`src/rtl/token_router_pkg.sv`:
```
// Shared constants and types for the token-arbitrated buffer controller.
// Optional packet locking is enabled with PACKET_LOCK_EN.
package token_router_pkg;

  localparam int FLIT_W        = 55;
  localparam int TAIL_BIT      = FLIT_W - 1;
  localparam int DEF_NUM_REQ   = 4;
  localparam int DEF_NUM_SLOTS = 4;

  function automatic int idx_w(input int n);
    return (n > 1) ? $clog2(n) : 1;
  endfunction

  localparam int TOK_W = idx_w(DEF_NUM_REQ);
  localparam int PTR_W = idx_w(DEF_NUM_SLOTS);
  localparam int CNT_W = PTR_W + 1;

  typedef enum logic {UNLOCKED = 1'b0, LOCKED = 1'b1} lock_state_e;

endpackage

```
`src/rtl/token_buffer_ctrl_rr_arbiter.sv`:
```
// Combinational round-robin arbiter: first masked requester at or after token.
module rr_arbiter #(
  parameter int N  = 4,
  parameter int TW = 2
) (
  input  logic [N-1:0]  req_i,
  input  logic [TW-1:0] token_i,
  input  logic [N-1:0]  mask_i,
  output logic [N-1:0]  grant_o,
  output logic [TW-1:0] idx_o,
  output logic          any_o
);
  logic [N-1:0] req_m;

  assign req_m = req_i & mask_i;
  assign any_o = |req_m;

  always_comb begin
    logic          found;
    logic [TW-1:0] j;
    grant_o = '0;
    idx_o   = '0;
    found   = 1'b0;
    j       = '0;
    for (int k = 0; k < N; k++) begin
      j = TW'((int'(token_i) + k) % N);
      if (!found && req_m[j]) begin
        found      = 1'b1;
        grant_o[j] = 1'b1;
        idx_o      = j;
      end
    end
  end

endmodule

```
`src/rtl/token_buffer_ctrl.sv`:
```
// Shares a bank of flit buffers among router inputs as a circular FIFO.
// Define PACKET_LOCK_EN to keep multi-flit packets contiguous (tail = flit MSB).
module token_buffer_ctrl
  import token_router_pkg::*;
#(
  parameter int NUM_REQ   = DEF_NUM_REQ,
  parameter int NUM_SLOTS = DEF_NUM_SLOTS,
  parameter int WIDTH     = FLIT_W
) (
  input  logic                       clk,
  input  logic                       rst,
  input  logic [NUM_REQ-1:0]         req,
  input  logic [NUM_REQ*WIDTH-1:0]   req_data,
  output logic [NUM_REQ-1:0]         grant,
  output logic [NUM_SLOTS-1:0]       buf_sel,
  output logic [WIDTH-1:0]           buf_wdata,
  input  logic [NUM_SLOTS*WIDTH-1:0] buf_rdata,
  output logic                       out_valid,
  input  logic                       out_ready,
  output logic [WIDTH-1:0]           out_data,
  output logic                       full,
  output logic                       empty
);
  localparam int TW = idx_w(NUM_REQ);
  localparam int PW = idx_w(NUM_SLOTS);
  localparam int CW = PW + 1;

  logic [NUM_REQ-1:0][WIDTH-1:0]   req_v;
  logic [NUM_SLOTS-1:0][WIDTH-1:0] rd_v;

  logic [TW-1:0] token_q, token_d;
  logic [PW-1:0] wr_ptr_q, wr_ptr_d, rd_ptr_q, rd_ptr_d;
  logic [CW-1:0] count_q, count_d;

  logic [NUM_REQ-1:0] arb_mask, arb_grant;
  logic [TW-1:0]      win_idx, win_inc;
  logic               arb_any, push, pop, tok_upd;

  assign req_v = req_data;
  assign rd_v  = buf_rdata;

  rr_arbiter #(.N(NUM_REQ), .TW(TW)) u_arb (
    .req_i   (req),
    .token_i (token_q),
    .mask_i  (arb_mask),
    .grant_o (arb_grant),
    .idx_o   (win_idx),
    .any_o   (arb_any)
  );

  assign full    = (count_q == CW'(NUM_SLOTS));
  assign empty   = (count_q == '0);
  // Held off during reset so the buffers never see a write while cleared.
  assign push    = arb_any & ~full & rst;
  assign pop     = out_valid & out_ready;
  assign win_inc = (win_idx == TW'(NUM_REQ - 1)) ? '0 : win_idx + 1'b1;

`ifdef PACKET_LOCK_EN
  lock_state_e   state_q, state_d;
  logic [TW-1:0] owner_q, owner_d;
  logic          tail;

  assign tail = req_v[win_idx][WIDTH-1];

  always_ff @(posedge clk or negedge rst) begin
    if (!rst) begin
      state_q <= UNLOCKED;
      owner_q <= '0;
    end else begin
      state_q <= state_d;
      owner_q <= owner_d;
    end
  end

  always_comb begin
    state_d = state_q;
    owner_d = owner_q;
    case (state_q)
      UNLOCKED: if (push && !tail) begin
        state_d = LOCKED;
        owner_d = win_idx;
      end
      LOCKED:   if (push && tail) state_d = UNLOCKED;
      default:  state_d = UNLOCKED;
    endcase
  end

  // While locked only the owner competes; its tail flit advances the token.
  always_comb begin
    arb_mask = '1;
    tok_upd  = push;
    if (state_q == LOCKED) begin
      arb_mask          = '0;
      arb_mask[owner_q] = 1'b1;
      tok_upd           = push & tail;
    end
  end
`else
  assign arb_mask = '1;
  assign tok_upd  = push;
`endif

  assign grant = push ? arb_grant : '0;

  always_comb begin
    buf_sel   = '0;
    buf_wdata = '0;
    if (push) begin
      buf_sel[wr_ptr_q] = 1'b1;
      buf_wdata         = req_v[win_idx];
    end
  end

  assign out_valid = ~empty;
  assign out_data  = rd_v[rd_ptr_q];

  assign token_d  = tok_upd ? win_inc : token_q;
  assign wr_ptr_d = push ? wr_ptr_q + 1'b1 : wr_ptr_q;
  assign rd_ptr_d = pop  ? rd_ptr_q + 1'b1 : rd_ptr_q;

  always_comb begin
    count_d = count_q;
    if (push && !pop)      count_d = count_q + 1'b1;
    else if (pop && !push) count_d = count_q - 1'b1;
  end

  always_ff @(posedge clk or negedge rst) begin
    if (!rst) begin
      token_q  <= '0;
      wr_ptr_q <= '0;
      rd_ptr_q <= '0;
      count_q  <= '0;
    end else begin
      token_q  <= token_d;
      wr_ptr_q <= wr_ptr_d;
      rd_ptr_q <= rd_ptr_d;
      count_q  <= count_d;
    end
  end

endmodule

```
`config.mk`:
```
export PLATFORM = sky130hd
export DESIGN_NAME = token_buffer_ctrl
export DESIGN_NICKNAME = d
export VERILOG_FILES = /design/src/rtl/token_router_pkg.sv /design/src/rtl/token_buffer_ctrl_rr_arbiter.sv /design/src/rtl/token_buffer_ctrl.sv
export SDC_FILE = /design/constraint.sdc
export NUM_CORES = 1
export LEC_CHECK = 0
export BUFFER_PORTS_ARGS = -buffer_cell sky130_fd_sc_hd__buf_2
export CAP_MARGIN = 30
export CORE_AREA = 2 2 222 224
export CTS_BUF_LIST = sky130_fd_sc_hd__clkbuf_2 sky130_fd_sc_hd__clkbuf_4 sky130_fd_sc_hd__clkbuf_8
export DETAILED_ROUTE_END_ITERATION = 8
export DIE_AREA = 0 0 224 226
export PLACE_DENSITY_LB_ADDON = 0.3
export SLEW_MARGIN = 20
export SYNTH_ARGS = -nofsm -noshare
export SYNTH_HDL_FRONTEND = slang
export SYNTH_HIERARCHICAL = 1
export SYNTH_SLANG_ARGS = --single-unit
```
`constraint.sdc`:
```
create_clock -name clk -period 4.26 [get_ports clk]
set_clock_uncertainty 0.15 [all_clocks]
set_input_delay 0.639 -clock clk [delete_from_list [all_inputs] [get_ports clk]]
set_output_delay 0.639 -clock clk [all_outputs]
set_load 0.02 [all_outputs]
```
# Yosys cells after proc, flatten, opt, wreduce, memory -nomap -nowiden
# Cells that the tools add are included.
totals:
  ff_bits: 9
  in_bits: 447
  word_cells: 91
classes:
  add_sub_neg: 8
  magnitude_cmp: 12
  n_eq_ne: 2
  muxes: 39
  bitwise: 8
  reduce_logical: 18
ops:
  columns: ["op", "count"]
  rows:
  - ["$bmux W55 S2", 2]
  - ["$mux W55", 3]
  - ["$mux W4", 6]
  - ["$lt A2 B3 Y1 const B", 7]
  - ["$mux W1", 12]
  - ["$or A4 B4 Y4", 3]
  - ["$demux W1 S2", 5]
  - ["$ge A2 B1 Y1 const B", 5]
  - ["$logic_and A1 B1 Y1", 10]
  - ["$mux W2", 5]
  - ["$add A2 B1 Y2 const B", 4]
  - ["$bmux W1 S2", 4]
  - ["$mux W3", 2]
  - ["$logic_not A1 Y1", 5]
  - ["$add A2 B2 Y2 const B", 2]
  - ["$reduce_or A4 Y1", 1]
  - ["$add A3 B1 Y3 const B", 1]
  - ["$and A1 B1 Y1", 3]
  - ["$eq A3 B3 Y1 const B", 1]
  - ["$logic_not A3 Y1", 1]
  - ["$sub A3 B1 Y3 const B", 1]
  - ["$eq A2 B2 Y1 const B", 1]
  - ["$not A1 Y1", 2]
  - ["$reduce_bool A2 Y1", 1]

# Longest topological paths before layout
depth:
  word_depth: 15
  ltp_mapped: 12
  ltp_nobuf: 10

# Cells and area by module
# Netlist, hierarchy kept.
by_module_without_submodules:
  columns: ["mod", "instances", "cells_each", "area_each_um2"]
  rows:
  - ["token_buffer_ctrl", 1, 243, 3540.9]
  - ["rr_arbiter", 1, 77, 610.6]

# Worst setup path after synthesis
# Ideal clock, no wire load.
synth_path:
  path_kind: "reg-to-output"
  start: "register token_q[1]"
  end: "output port buf_wdata[15]"
  arrival_time_ns: 2.970
  required_ns: 3.471
  slack_ns: 0.501
  path_stages_with_launch: 12
  path_buffers: 4
  cell_sequence: "dfrtp_1 -> buf_4 -> inv_1 -> ha_1 -> buf_6 -> mux4_2 -> a21oi_1 -> a21oi_1 -> buf_6 -> buf_6 -> mux4_2 -> and2_1"
synth_between:
  elab_chain_len: 15
  word_cells_on_any_way: 27
  cone_classes: "add/sub (3); mux (18); reduce/logical (6)"
synth_rtl:
  columns: ["element", "line_no", "rtl"]
  rows:
  - ["start: declaration", "token_buffer_ctrl.sv:31", "logic [TW-1:0] token_q, token_d;"]
  - ["start signal: assignment", "token_buffer_ctrl.sv:134", "token_q <= token_d;"]
  - ["parallel branches: the longest is 11 deep, another holds $add A2 B1 Y2", null, null]
  - ["$mux W2 *", "token_buffer_ctrl_rr_arbiter.sv:27", "if (!found && req_m[j]) begin"]
  - ["named net win_idx[0]", "token_buffer_ctrl.sv:36", "logic [TW-1:0] win_idx, win_inc;"]
  - ["$bmux W55 S2 *", "token_buffer_ctrl.sv:110", "buf_wdata = req_v[win_idx];"]
  - ["$mux W55 (not written as such) *", "token_buffer_ctrl.sv:110", null]
  - ["$mux W55 *", "token_buffer_ctrl.sv:108", "if (push) begin"]
  - ["end: declaration", "token_buffer_ctrl.sv:16", "output logic [WIDTH-1:0] buf_wdata,"]
# Mark *: on every way through the listed nets, which the timed path passes. The select of a mux whose other input is x is not followed.

# Final worst setup path
layout_path:
  start: "register token_q[1]"
  end: "output port buf_wdata[24]"
# The elaborated chain is that of the path after synthesis.

==> impl_metrics.ini <==
[sta]
fin_crit_ps = 4061
hold_slack_ps = 128.3
finalSetupTns_ps = 0
max_freq_ghz = 0.2462
worstMarginPinSlew_ps = 561.0
slew_violations = 0
hold_violations = 0
grt_setup_unrepaired = false
timing.max_slew.rel_slack = 0.6260
timing.final.crit_share = 0.9534
setup_viol = 0

[cells_and_area]
fin_nets = 1351
final_cells = 1527
drive_gt1_frac = 0.8041
area_growth_pct = 90.63
final_cell_area_sq_um = 7914

[power]
power_leakage_nw = 3.808
clkPwrFrac = 0.024
power_frac_comb = 0.920
total_power_w = 0.004997
p_int_w = 0.002396
seq_power_share = 0.056
switchingPower_w = 0.002601
pwr_density_cell_nw_per_um2 = 631.5
switching_share = 0.5206
peakVddDrop_mv = 0.4232

[floorplanning]
start_util = 0.08588
core-area_sq_um = 48340
die_w_um = 224
die_area_sq_um = 50620
die-height_um = 226
placementRows = 81
ioPinCount = 568

[global_route]
grt_usage = 0.1185
antenna_found_initial = 27
grt_pass1_vias = 6049
grt_max_degree = 57
grt_pass1_wl_mm = 42.10
grt_overflow_total = 0

[cts]
cts-htree-levels = 1
postCtsResizedCells = 0
clkTransAtPathRegs_ps = 70
ctsRootBufferMaster = clkbuf_8
cts_hold_buf = 0
cts_sinks = 9
clk_latency_ps = 240
cts_setup_buffers = 0
cts.path.max_buffers = 2
cts_tree = built
cts_buffers = 3

[routing]
drtIter0Drc = 200
num_vias = 5772
first_pass_iters = 4
route.detailed.wl_per_inst_um = 21.42
final_antenna_net_count = 0
via_per_inst = 3.780
remaining_drc_errors = 0
postRouteWirelength_mm = 32.72

[setup_path]
rr_startpoint = token_q[1]$_DFFE_PN0P_
arrival_ps = 3270
crit_fanout = 35
r2r-end = token_q[0]$_DFFE_PN0P_
start_kind = flop
timing_worst_setup_path_type = flop to primary output
reg2reg_setup_slack_ps = 1440
worstPathRequired_ps = 3470
rr_worst_depth = 8
end_kind = primary output

[synth]
syn_area_per_cell_sq_um = 12.97
synth_area_sq_um = 4151
synth-seq-cells = 9
yosysUniqueCellTypes = 42
synth_flop_cell = dfrtp_1
synth_top_family_by_area = multiplexers
async_reset_ff_frac = 1.000
synth_cells = 320
yosys.area_share.simple = 0.1410
synth_edf_count = 0
synthAdderAreaFrac = 0.04702
yosys.area_share.xor_xnor = 0.01266
synthMuxAreaShare = 0.6290
ys_warn_count = 6
ys_seq_area_frac = 0.05425
synth-compound-area-share = 0.05787

[min_path]
hold_path.class = input port to async pin

[flow_run]
cap_violations = 0

[place]
placedCellCount = 1506
globalplace.congestion = 0.8586
dpl.hpwl_mm = 29.94
port_buffers = 567
placed_cell_area_sq_um = 7823

[run_status]
status = finished clean
-- stage by stage --
step | utilization | worst slack, ps
after floorplan | - | 501.4
after global placement | 0.1618 | 437.3
after detailed placement | 0.1618 | 430.7
after CTS | 0.1628 | 157.7
after global routing | 0.1635 | 32.82
final | 0.1637 | 198.6
-- Yosys cell counts (5+ instances only) --
cell type,instances,area share
mux4_2,114,0.62
and2_1,66,0.099
buf_2,15,0.018
ha_1,14,0.042
dfrtp_1,9,0.054
o21ai_0,9,0.011
nand2_1,7,0.0063
nor2_1,7,0.0063
a211oi_1,6,0.011
buf_4,6,0.011
buf_6,6,0.016
clkbuf_1,5,0.0045
inv_1,5,0.0045
nand3_1,5,0.0060
-- layer usage --
layer  global-route usage  part of all wire
met5                    0            0.0011
met4              0.05978             0.055
met3              0.02628             0.079
met2               0.2344              0.54
met1               0.1143              0.32
-- area by class of cell --
type | count | area (sq um)
antenna | 17 | 42.54
clock buffer | 4 | 48.80
fill | 5512 | 40430
inverter | 6 | 22.52
multi-input combinational | 287 | 3779
sequential | 9 | 230.2
tap | 622 | 778.2
timing repair buffer | 582 | 3013
-- critical path: stages, from the launching register on --
cell	delay (ps)
dfrtp_1	350
inv_1	60
ha_1	480
mux4_2	620
a21oi_1	280
a21oi_4	140
buf_12	200
mux4_2	500
and2_1	170
buf_2	150
-- cell families (layout without fill, tap and decap cells) --
group / Yosys count / in the layout
muxes: 118 / 118
AOI/OAI and AO/OA: 32 / 32
buffers and inverters: 40 / 592
and+or+nand+nor: 99 / 99
adders and majority gates: 15 / 15
other: 1 / 34
DFF: 9 / 9
xor gates and xnor gates: 6 / 6
-- sequential cells by signal, indices dropped and copies added, names as in the netlist --
| signal | cells |
|---|---|
| rd_ptr_q | 2 |
| wr_ptr_q | 2 |
| token_q | 2 |
| count_q | 3 |
-- cells in the final DEF, fill, tap and decap left out, types with 2 or more instances in the layout --
master,count
nor2_1,6
xnor2_1,4
a311oi_1,4
buf_2,567
ha_1,14
nor3_1,4
or3_1,2
buf_12,5
a21oi_1,3
o221ai_1,2
inv_1,5
o21ai_0,8
dfrtp_1,7
conb_1,17
mux2_2,3
buf_4,10
xor2_1,2
nand2_1,7
nand3b_1,2
diode_2,17
and2_1,66
mux4_2,114
a211oi_1,6
clkbuf_8,3
nand3_1,5
-- worst max path at each step --
stage          cells after the start  slack (ps)       endpoint              startpoint
2_1_floorplan                     11         500  buf_wdata[15]  token_q[1]$_DFFE_PN0P_
3_3_place_gp                       9         440  buf_wdata[24]                  req[0]
3_5_place_dp                       9         430  buf_wdata[24]                  req[2]
4_1_cts                            9         160  buf_wdata[24]  token_q[0]$_DFFE_PN0P_
5_1_grt                            9          30  buf_wdata[40]  token_q[0]$_DFFE_PN0P_
6_report                           9         200  buf_wdata[24]  token_q[1]$_DFFE_PN0P_
-- power groups by stage --
stage | registers (W) | logic, W | clock network [W]
floorplan | 0.000171 | 0.00331 | 0
global placement | 0.000283 | 0.00467 | 0
detailed placement | 0.000287 | 0.00466 | 0
CTS | 0.000286 | 0.00469 | 0.000138
global route | 0.000302 | 0.00492 | 0.000136
finish | 0.000279 | 0.00460 | 0.000122
No activity file was read; power rests on OpenSTA's default activity.
